File: src/rtl/int_wb_collector_if.sv
// Result-source and write-port bundle for the integer writeback collector.
// The collector is the slave: it sinks src_* results and drives write/completion ports.
interface int_wb_collector_if #(
    parameter int NUM_SRC = 4,
    parameter int NUM_WP  = 2,
    parameter int ROB_W   = 5,
    parameter int PRF_W   = 6
);
    logic [NUM_SRC-1:0]          src_vld_i;
    logic [NUM_SRC-1:0]          src_rdy_o;
    logic [NUM_SRC*32-1:0]       src_data_i;
    logic [NUM_SRC*PRF_W-1:0]    src_dest_i;
    logic [NUM_SRC-1:0]          src_wb_i;
    logic [NUM_SRC*ROB_W-1:0]    src_rob_i;

    logic [NUM_WP-1:0]           wp_wen_o;
    logic [NUM_WP*32-1:0]        wp_data_o;
    logic [NUM_WP*PRF_W-1:0]     wp_dest_o;
    logic [NUM_WP-1:0]           cmp_vld_o;
    logic [NUM_WP*ROB_W-1:0]     cmp_rob_o;

    modport master (
        output src_vld_i, src_data_i, src_dest_i, src_wb_i, src_rob_i,
        input  src_rdy_o,
        input  wp_wen_o, wp_data_o, wp_dest_o, cmp_vld_o, cmp_rob_o
    );

    modport slave (
        input  src_vld_i, src_data_i, src_dest_i, src_wb_i, src_rob_i,
        output src_rdy_o,
        output wp_wen_o, wp_data_o, wp_dest_o, cmp_vld_o, cmp_rob_o
    );
endinterface

File: src/rtl/int_wb_collector.sv
// Per-source result FIFOs arbitrated round-robin onto NUM_WP write/completion ports; 2-cycle latency.
// src_rdy_o reflects registered FIFO occupancy only; a full source is held off until its head pops.
module int_wb_collector #(
    parameter int NUM_SRC = 4,
    parameter int NUM_WP  = 2,
    parameter int DEPTH   = 2,
    parameter int ROB_W   = 5,
    parameter int PRF_W   = 6
) (
    input  logic cpu_clock_i,
    input  logic cpu_reset_i,
    input  logic flush_i,
    int_wb_collector_if.slave bus
);
    localparam int AW = $clog2(DEPTH);
    localparam int CW = AW + 1;
    localparam int RW = (NUM_SRC > 1) ? $clog2(NUM_SRC) : 1;

    typedef struct packed {
        logic [31:0]      data;
        logic [PRF_W-1:0] dest;
        logic             wb;
        logic [ROB_W-1:0] rob;
    } ent_t;

    ent_t             mem     [NUM_SRC][DEPTH];
    logic [AW-1:0]    wr_ptr  [NUM_SRC];
    logic [AW-1:0]    rd_ptr  [NUM_SRC];
    logic [CW-1:0]    count   [NUM_SRC];
    ent_t             src_ent [NUM_SRC];
    ent_t             head    [NUM_SRC];
    logic [NUM_SRC-1:0] rdy;
    logic [NUM_SRC-1:0] push;
    logic [NUM_SRC-1:0] grant;

    logic [RW-1:0]    rr_ptr;
    logic [RW-1:0]    last_src;
    logic [RW-1:0]    rr_next;
    logic [NUM_WP-1:0] port_vld;
    ent_t             port_ent [NUM_WP];

    logic [NUM_WP-1:0]        wen_q;
    logic [NUM_WP*32-1:0]     data_q;
    logic [NUM_WP*PRF_W-1:0]  dest_q;
    logic [NUM_WP-1:0]        cvld_q;
    logic [NUM_WP*ROB_W-1:0]  crob_q;

    always_comb begin
        for (int s = 0; s < NUM_SRC; s++) begin
            rdy[s]          = (count[s] != CW'(DEPTH));
            push[s]         = bus.src_vld_i[s] & rdy[s];
            src_ent[s].data = bus.src_data_i[32*s +: 32];
            src_ent[s].dest = bus.src_dest_i[PRF_W*s +: PRF_W];
            src_ent[s].wb   = bus.src_wb_i[s];
            src_ent[s].rob  = bus.src_rob_i[ROB_W*s +: ROB_W];
            head[s]         = mem[s][rd_ptr[s]];
        end
    end

    assign bus.src_rdy_o = rdy;

    // Scan from rr_ptr; the n-th non-empty source found drives port n.
    always_comb begin
        int            n;
        logic [RW-1:0] sidx;
        n        = 0;
        sidx     = '0;
        grant    = '0;
        port_vld = '0;
        last_src = '0;
        for (int k = 0; k < NUM_WP; k++) begin
            port_ent[k] = '0;
        end
        for (int i = 0; i < NUM_SRC; i++) begin
            sidx = RW'((int'(rr_ptr) + i) % NUM_SRC);
            if (count[sidx] != '0 && n < NUM_WP) begin
                grant[sidx] = 1'b1;
                for (int k = 0; k < NUM_WP; k++) begin
                    if (k == n) begin
                        port_vld[k] = 1'b1;
                        port_ent[k] = head[sidx];
                    end
                end
                last_src = sidx;
                n++;
            end
        end
    end

    assign rr_next = (last_src == RW'(NUM_SRC - 1)) ? '0 : last_src + RW'(1);

    always_ff @(posedge cpu_clock_i) begin
        for (int s = 0; s < NUM_SRC; s++) begin
            if (!cpu_reset_i && !flush_i && push[s]) begin
                mem[s][wr_ptr[s]] <= src_ent[s];
            end
        end
    end

    always_ff @(posedge cpu_clock_i) begin
        if (cpu_reset_i || flush_i) begin
            for (int s = 0; s < NUM_SRC; s++) begin
                wr_ptr[s] <= '0;
                rd_ptr[s] <= '0;
                count[s]  <= '0;
            end
            wen_q  <= '0;
            data_q <= '0;
            dest_q <= '0;
            cvld_q <= '0;
            crob_q <= '0;
            // A flush keeps the fairness position; only reset rewinds it.
            if (cpu_reset_i) begin
                rr_ptr <= '0;
            end
        end else begin
            for (int s = 0; s < NUM_SRC; s++) begin
                if (push[s]) begin
                    wr_ptr[s] <= wr_ptr[s] + AW'(1);
                end
                if (grant[s]) begin
                    rd_ptr[s] <= rd_ptr[s] + AW'(1);
                end
                count[s] <= count[s] + CW'(push[s]) - CW'(grant[s]);
            end
            if (|grant) begin
                rr_ptr <= rr_next;
            end
            for (int k = 0; k < NUM_WP; k++) begin
                wen_q[k]                 <= port_vld[k] & port_ent[k].wb;
                data_q[32*k +: 32]       <= port_ent[k].data;
                dest_q[PRF_W*k +: PRF_W] <= port_ent[k].dest;
                cvld_q[k]                <= port_vld[k];
                crob_q[ROB_W*k +: ROB_W] <= port_ent[k].rob;
            end
        end
    end

    assign bus.wp_wen_o  = wen_q;
    assign bus.wp_data_o = data_q;
    assign bus.wp_dest_o = dest_q;
    assign bus.cmp_vld_o = cvld_q;
    assign bus.cmp_rob_o = crob_q;
endmodule

File: src/flat_wrapper.sv
// flat-port wrapper written by rule: the top's interface ports become plain ports
module int_wb_collector_flat 
#(
    parameter int NUM_SRC = 4,
    parameter int NUM_WP  = 2,
    parameter int DEPTH   = 2,
    parameter int ROB_W   = 5,
    parameter int PRF_W   = 6
)
  (cpu_clock_i, cpu_reset_i, flush_i, bus_src_vld_i, bus_src_data_i, bus_src_dest_i, bus_src_wb_i, bus_src_rob_i, bus_src_rdy_o, bus_wp_wen_o, bus_wp_data_o, bus_wp_dest_o, bus_cmp_vld_o, bus_cmp_rob_o);
  int_wb_collector_if #(.NUM_SRC(NUM_SRC), .NUM_WP(NUM_WP), .ROB_W(ROB_W), .PRF_W(PRF_W)) bus_i ();
  input  logic cpu_clock_i;
  input  logic cpu_reset_i;
  input  logic flush_i;
  input wire logic [$bits(bus_i.src_vld_i)-1:0] bus_src_vld_i;
  input wire logic [$bits(bus_i.src_data_i)-1:0] bus_src_data_i;
  input wire logic [$bits(bus_i.src_dest_i)-1:0] bus_src_dest_i;
  input wire logic [$bits(bus_i.src_wb_i)-1:0] bus_src_wb_i;
  input wire logic [$bits(bus_i.src_rob_i)-1:0] bus_src_rob_i;
  output wire logic [$bits(bus_i.src_rdy_o)-1:0] bus_src_rdy_o;
  output wire logic [$bits(bus_i.wp_wen_o)-1:0] bus_wp_wen_o;
  output wire logic [$bits(bus_i.wp_data_o)-1:0] bus_wp_data_o;
  output wire logic [$bits(bus_i.wp_dest_o)-1:0] bus_wp_dest_o;
  output wire logic [$bits(bus_i.cmp_vld_o)-1:0] bus_cmp_vld_o;
  output wire logic [$bits(bus_i.cmp_rob_o)-1:0] bus_cmp_rob_o;
  assign bus_i.src_vld_i = bus_src_vld_i;
  assign bus_i.src_data_i = bus_src_data_i;
  assign bus_i.src_dest_i = bus_src_dest_i;
  assign bus_i.src_wb_i = bus_src_wb_i;
  assign bus_i.src_rob_i = bus_src_rob_i;
  assign bus_src_rdy_o = bus_i.src_rdy_o;
  assign bus_wp_wen_o = bus_i.wp_wen_o;
  assign bus_wp_data_o = bus_i.wp_data_o;
  assign bus_wp_dest_o = bus_i.wp_dest_o;
  assign bus_cmp_vld_o = bus_i.cmp_vld_o;
  assign bus_cmp_rob_o = bus_i.cmp_rob_o;
  int_wb_collector #(.NUM_SRC(NUM_SRC), .NUM_WP(NUM_WP), .DEPTH(DEPTH), .ROB_W(ROB_W), .PRF_W(PRF_W)) u_core (.cpu_clock_i(cpu_clock_i), .cpu_reset_i(cpu_reset_i), .flush_i(flush_i), .bus(bus_i));
endmodule
File: config.mk
export PLATFORM = sky130hd
export DESIGN_NAME = int_wb_collector_flat
export DESIGN_NICKNAME = d
export VERILOG_FILES = /design/src/rtl/int_wb_collector_if.sv /design/src/rtl/int_wb_collector.sv /design/src/flat_wrapper.sv
export SDC_FILE = /design/constraint.sdc
export NUM_CORES = 1
export LEC_CHECK = 0
export BUFFER_PORTS_ARGS = -buffer_cell sky130_fd_sc_hd__buf_2
export CELL_PAD_IN_SITES_DETAIL_PLACEMENT = 1
export CELL_PAD_IN_SITES_GLOBAL_PLACEMENT = 2
export CORE_UTILIZATION = 30
export CTS_CLUSTER_DIAMETER = 100
export DETAILED_ROUTE_END_ITERATION = 6
export GPL_ROUTABILITY_DRIVEN = 1
export PLACE_DENSITY = 0.72
export SYNTH_ARGS = -nofsm -noshare
export SYNTH_HDL_FRONTEND = slang
export SYNTH_SLANG_ARGS = --single-unit
export TNS_END_PERCENT = 10
File: constraint.sdc
create_clock -name cpu_clock_i -period 7.8 [get_ports cpu_clock_i]
set_input_delay 0.39 -clock cpu_clock_i [delete_from_list [all_inputs] [get_ports cpu_clock_i]]
set_output_delay 0.39 -clock cpu_clock_i [all_outputs]
set_load 0.02 [all_outputs]
==> impl_metrics.tcl <==
set metrics [dict create \
    ant_nets 0 \
    grt_pass1_wl_um 123000 \
    cp_slowest_stage_delay_ps 820 \
    drv_cap 0 \
    clk_latency_ps 620 \
    hpwl_um 52200 \
    fin_setup_tns_ps 0 \
    stdcell_count 3420 \
    power_frac_seq_pct 24.1 \
    postCtsSetupRepairBufs 0 \
    rsz0062_at_grt "false" \
    power.share.switching_pct 45.6 \
    p_per_area_nw_per_um2 433 \
    final-setup-viol-count 0 \
    hold_class "input port to register" \
    synth-seq-area-share_pct 55.8 \
    drc_errors 0 \
    start_util_pct 30.3 \
    dpl_cell_area_sq_um 25400 \
    port_buffers 276 \
    grt_max_degree 121 \
    async_reset_ff_share_pct 0 \
    fin_area_sq_um 29000 \
    coreArea_sq_um 76100 \
    p_int_mw 6.83 \
    wl_per_cell_um 24.5 \
    yosys_register_bits 462 \
    cp_slowest_cell "o211a_4" \
    worstSetupStartpointType "register" \
    die_w_um 279 \
    synth_ff_type "edfxtp_1" \
    gr-total-overflow 0 \
    cts_resized 0 \
    cts_root_buf "clkbuf_16" \
    crit_arrival_ps 6710 \
    final_nets 2547 \
    firstDrtPassIters 5 \
    synth-edff-count 362 \
    hold_viol 0 \
    fin_crit_sh_pct 80.3 \
    synthCells 1956 \
    finClkSkew_ps 16.5 \
    slew_headroom_pct 26.1 \
    final_common_cell "mux2i_1" \
    cp_max_fo 59 \
    cts_tree "yes" \
    ios 277 \
    endpoint_kind "register" \
    wl_um 83900 \
    dp_cells 3146 \
    syn-cell-area_sq_um 23100 \
    viasPerCell 5.16 \
    period_minus_slack_ps 6270 \
    syn_area_per_cell_sq_um 11.8 \
    holdBufCountCts 174 \
    syn_to_final_growth_pct 25.5 \
    grt_usage_pct 21.2 \
    yosys_warnings 0 \
    ir_worst_vdd_mv 0.364 \
    yosys.cell_types.count 62 \
    slew_violations 0 \
    max_freq_mhz 160 \
    synth_nets 2157 \
    path_clk_slew_ps 60 \
    cts_buffers 54 \
    outcome "completed" \
    clockBufferDepth 3 \
    post-route-util_pct 38.1 \
    worst-slew-pin-transition_ps 1110 \
    rows 101 \
    fp.dieH_um 279 \
    crit_type "register to register" \
    place_congestion 0.816 \
    fill_cells 8208 \
    cp_cell_sequence "inv_6, ha_4, inv_4, mux4_2, inv_2, buf_4, ha_1, nand2_1, nor2_4, o211a_4, buf_12, mux2i_1, a31oi_1" \
    antenna_found_initial 7 \
    combPwrFrac_pct 55.3 \
    leakagePower_nw 10.7 \
    drt_iter0_drc 854 \
    clkPwrFrac_pct 20.6 \
    htree_num_levels 2 \
    die-area_sq_um 78100 \
    switchingPower_mw 5.72 \
    layout_common_cells "372 x mux2i_1, 362 x edfxtp_1, 276 x buf_2, 257 x nand2_1, 174 x dlygate4sd3_1" \
    crit_required_ps 8240 \
    grt_pass1_vias 19000 \
    drive_above_1_share_pct 19.4 \
    cts_sinks 462 \
    vias 17700 \
]
final cells by class:
type,instances,area [sq um],share of cell area [%]
well taps,1030,1290,4.45
repair buffers,481,3380,11.7
diodes,1,2.50,0.00864
flip-flops and latches,462,12900,44.4
multi-input cells,1324,9520,32.9
clock inverters,24,305,1.05
inverters,23,95.1,0.328
clock buffers,75,1510,5.21
path summary, 6_finish.rpt:
kind	start	end	slack, ps	cells past startpoint
worst max-delay path	u_core.rr_ptr[0]	u_core.bus.cmp_rob_o[8]	1530	13
worst min register to register	u_core.count[3][1]	u_core.count[3][1]	590	2
worst min-delay path	bus_src_data_i[18]	u_core.mem[0][30]	30	1
worst max register to register	u_core.rr_ptr[0]	u_core.bus.cmp_rob_o[8]	1530	13
synth_stat cells, types with 17 or more instances:
master | count | area share [%]
nor3_1 | 17 | 0.37
and2_1 | 70 | 1.9
a31oi_1 | 64 | 1.7
nor2_1 | 122 | 2.0
a211o_1 | 24 | 0.91
a21oi_1 | 59 | 1.3
buf_1 | 18 | 0.29
inv_1 | 17 | 0.28
mux2i_1 | 372 | 16
edfxtp_1 | 362 | 47
clkbuf_1 | 78 | 1.3
a21o_1 | 24 | 0.78
ha_1 | 17 | 0.92
o31ai_1 | 32 | 1.0
buf_2 | 34 | 0.74
o21ai_0 | 55 | 1.2
o22ai_1 | 24 | 0.65
dfxtp_1 | 100 | 8.7
mux2_2 | 32 | 1.6
nand2_1 | 258 | 4.2
logic make-up after synthesis:
family          after synthesis  synth area share (%)
compound gates              376                  11.3
mux                         411                  18.4
simple gates                511                  9.68
fa+ha+maj                    18                  1.01
buf+inv                     170                  3.52
xor+xnor                      8                 0.304
flops                       462                  55.8
layer usage:
layer	wire (um)	global-route usage [%]	part of all wire, %
met1	36700	26.9	44
met2	41300	36.8	49
met3	3470	3.37	4.1
met4	2430	6.78	2.9
met5	47	0	0.056
flip-flops by register name, summed over array words and instances, names as in the netlist, named ones only:
| signal | flops |
|---|---|
| u_core.bus.wp_wen_o | 2 |
| u_core.wr_ptr | 4 |
| u_core.mem | 352 |
| u_core.bus.cmp_rob_o | 10 |
| u_core.bus.wp_data_o | 64 |
| u_core.bus.wp_dest_o | 12 |
| u_core.rr_ptr | 2 |
| u_core.bus.cmp_vld_o | 2 |
| u_core.rd_ptr | 4 |
| u_core.count | 8 |
power groups by stage:
stage               clock, mW  sequential [mW]  combinational, mW
floorplan                   0             3.12               4.78
global placement            0             3.08               6.65
detailed placement          0             3.08               6.87
CTS                      2.64             3.03               6.96
global route             2.72             3.04               7.47
finish                   2.58             3.03               6.94
critical path, delay by kind of cell, from the launching register on:
family | cells | cell delay, ps
and+or+nand+nor | 2 | 890
muxes | 2 | 1000
AOI/OAI and AO/OA | 2 | 930
adders and majority gates | 2 | 780
buffers and inverters | 5 | 1810
DFF | 1 | 490
stage by stage:
step	hold WS, ps	total power [mW]	worst slack (ps)
finish	30.9	12.5	1530
global route	8.58	13.2	1240
CTS	14.9	12.6	1530
detailed placement	562	9.95	1530
global placement	551	9.73	1800
floorplan	489	7.89	2450
Note: power is estimated with default switching activity, not from simulation.
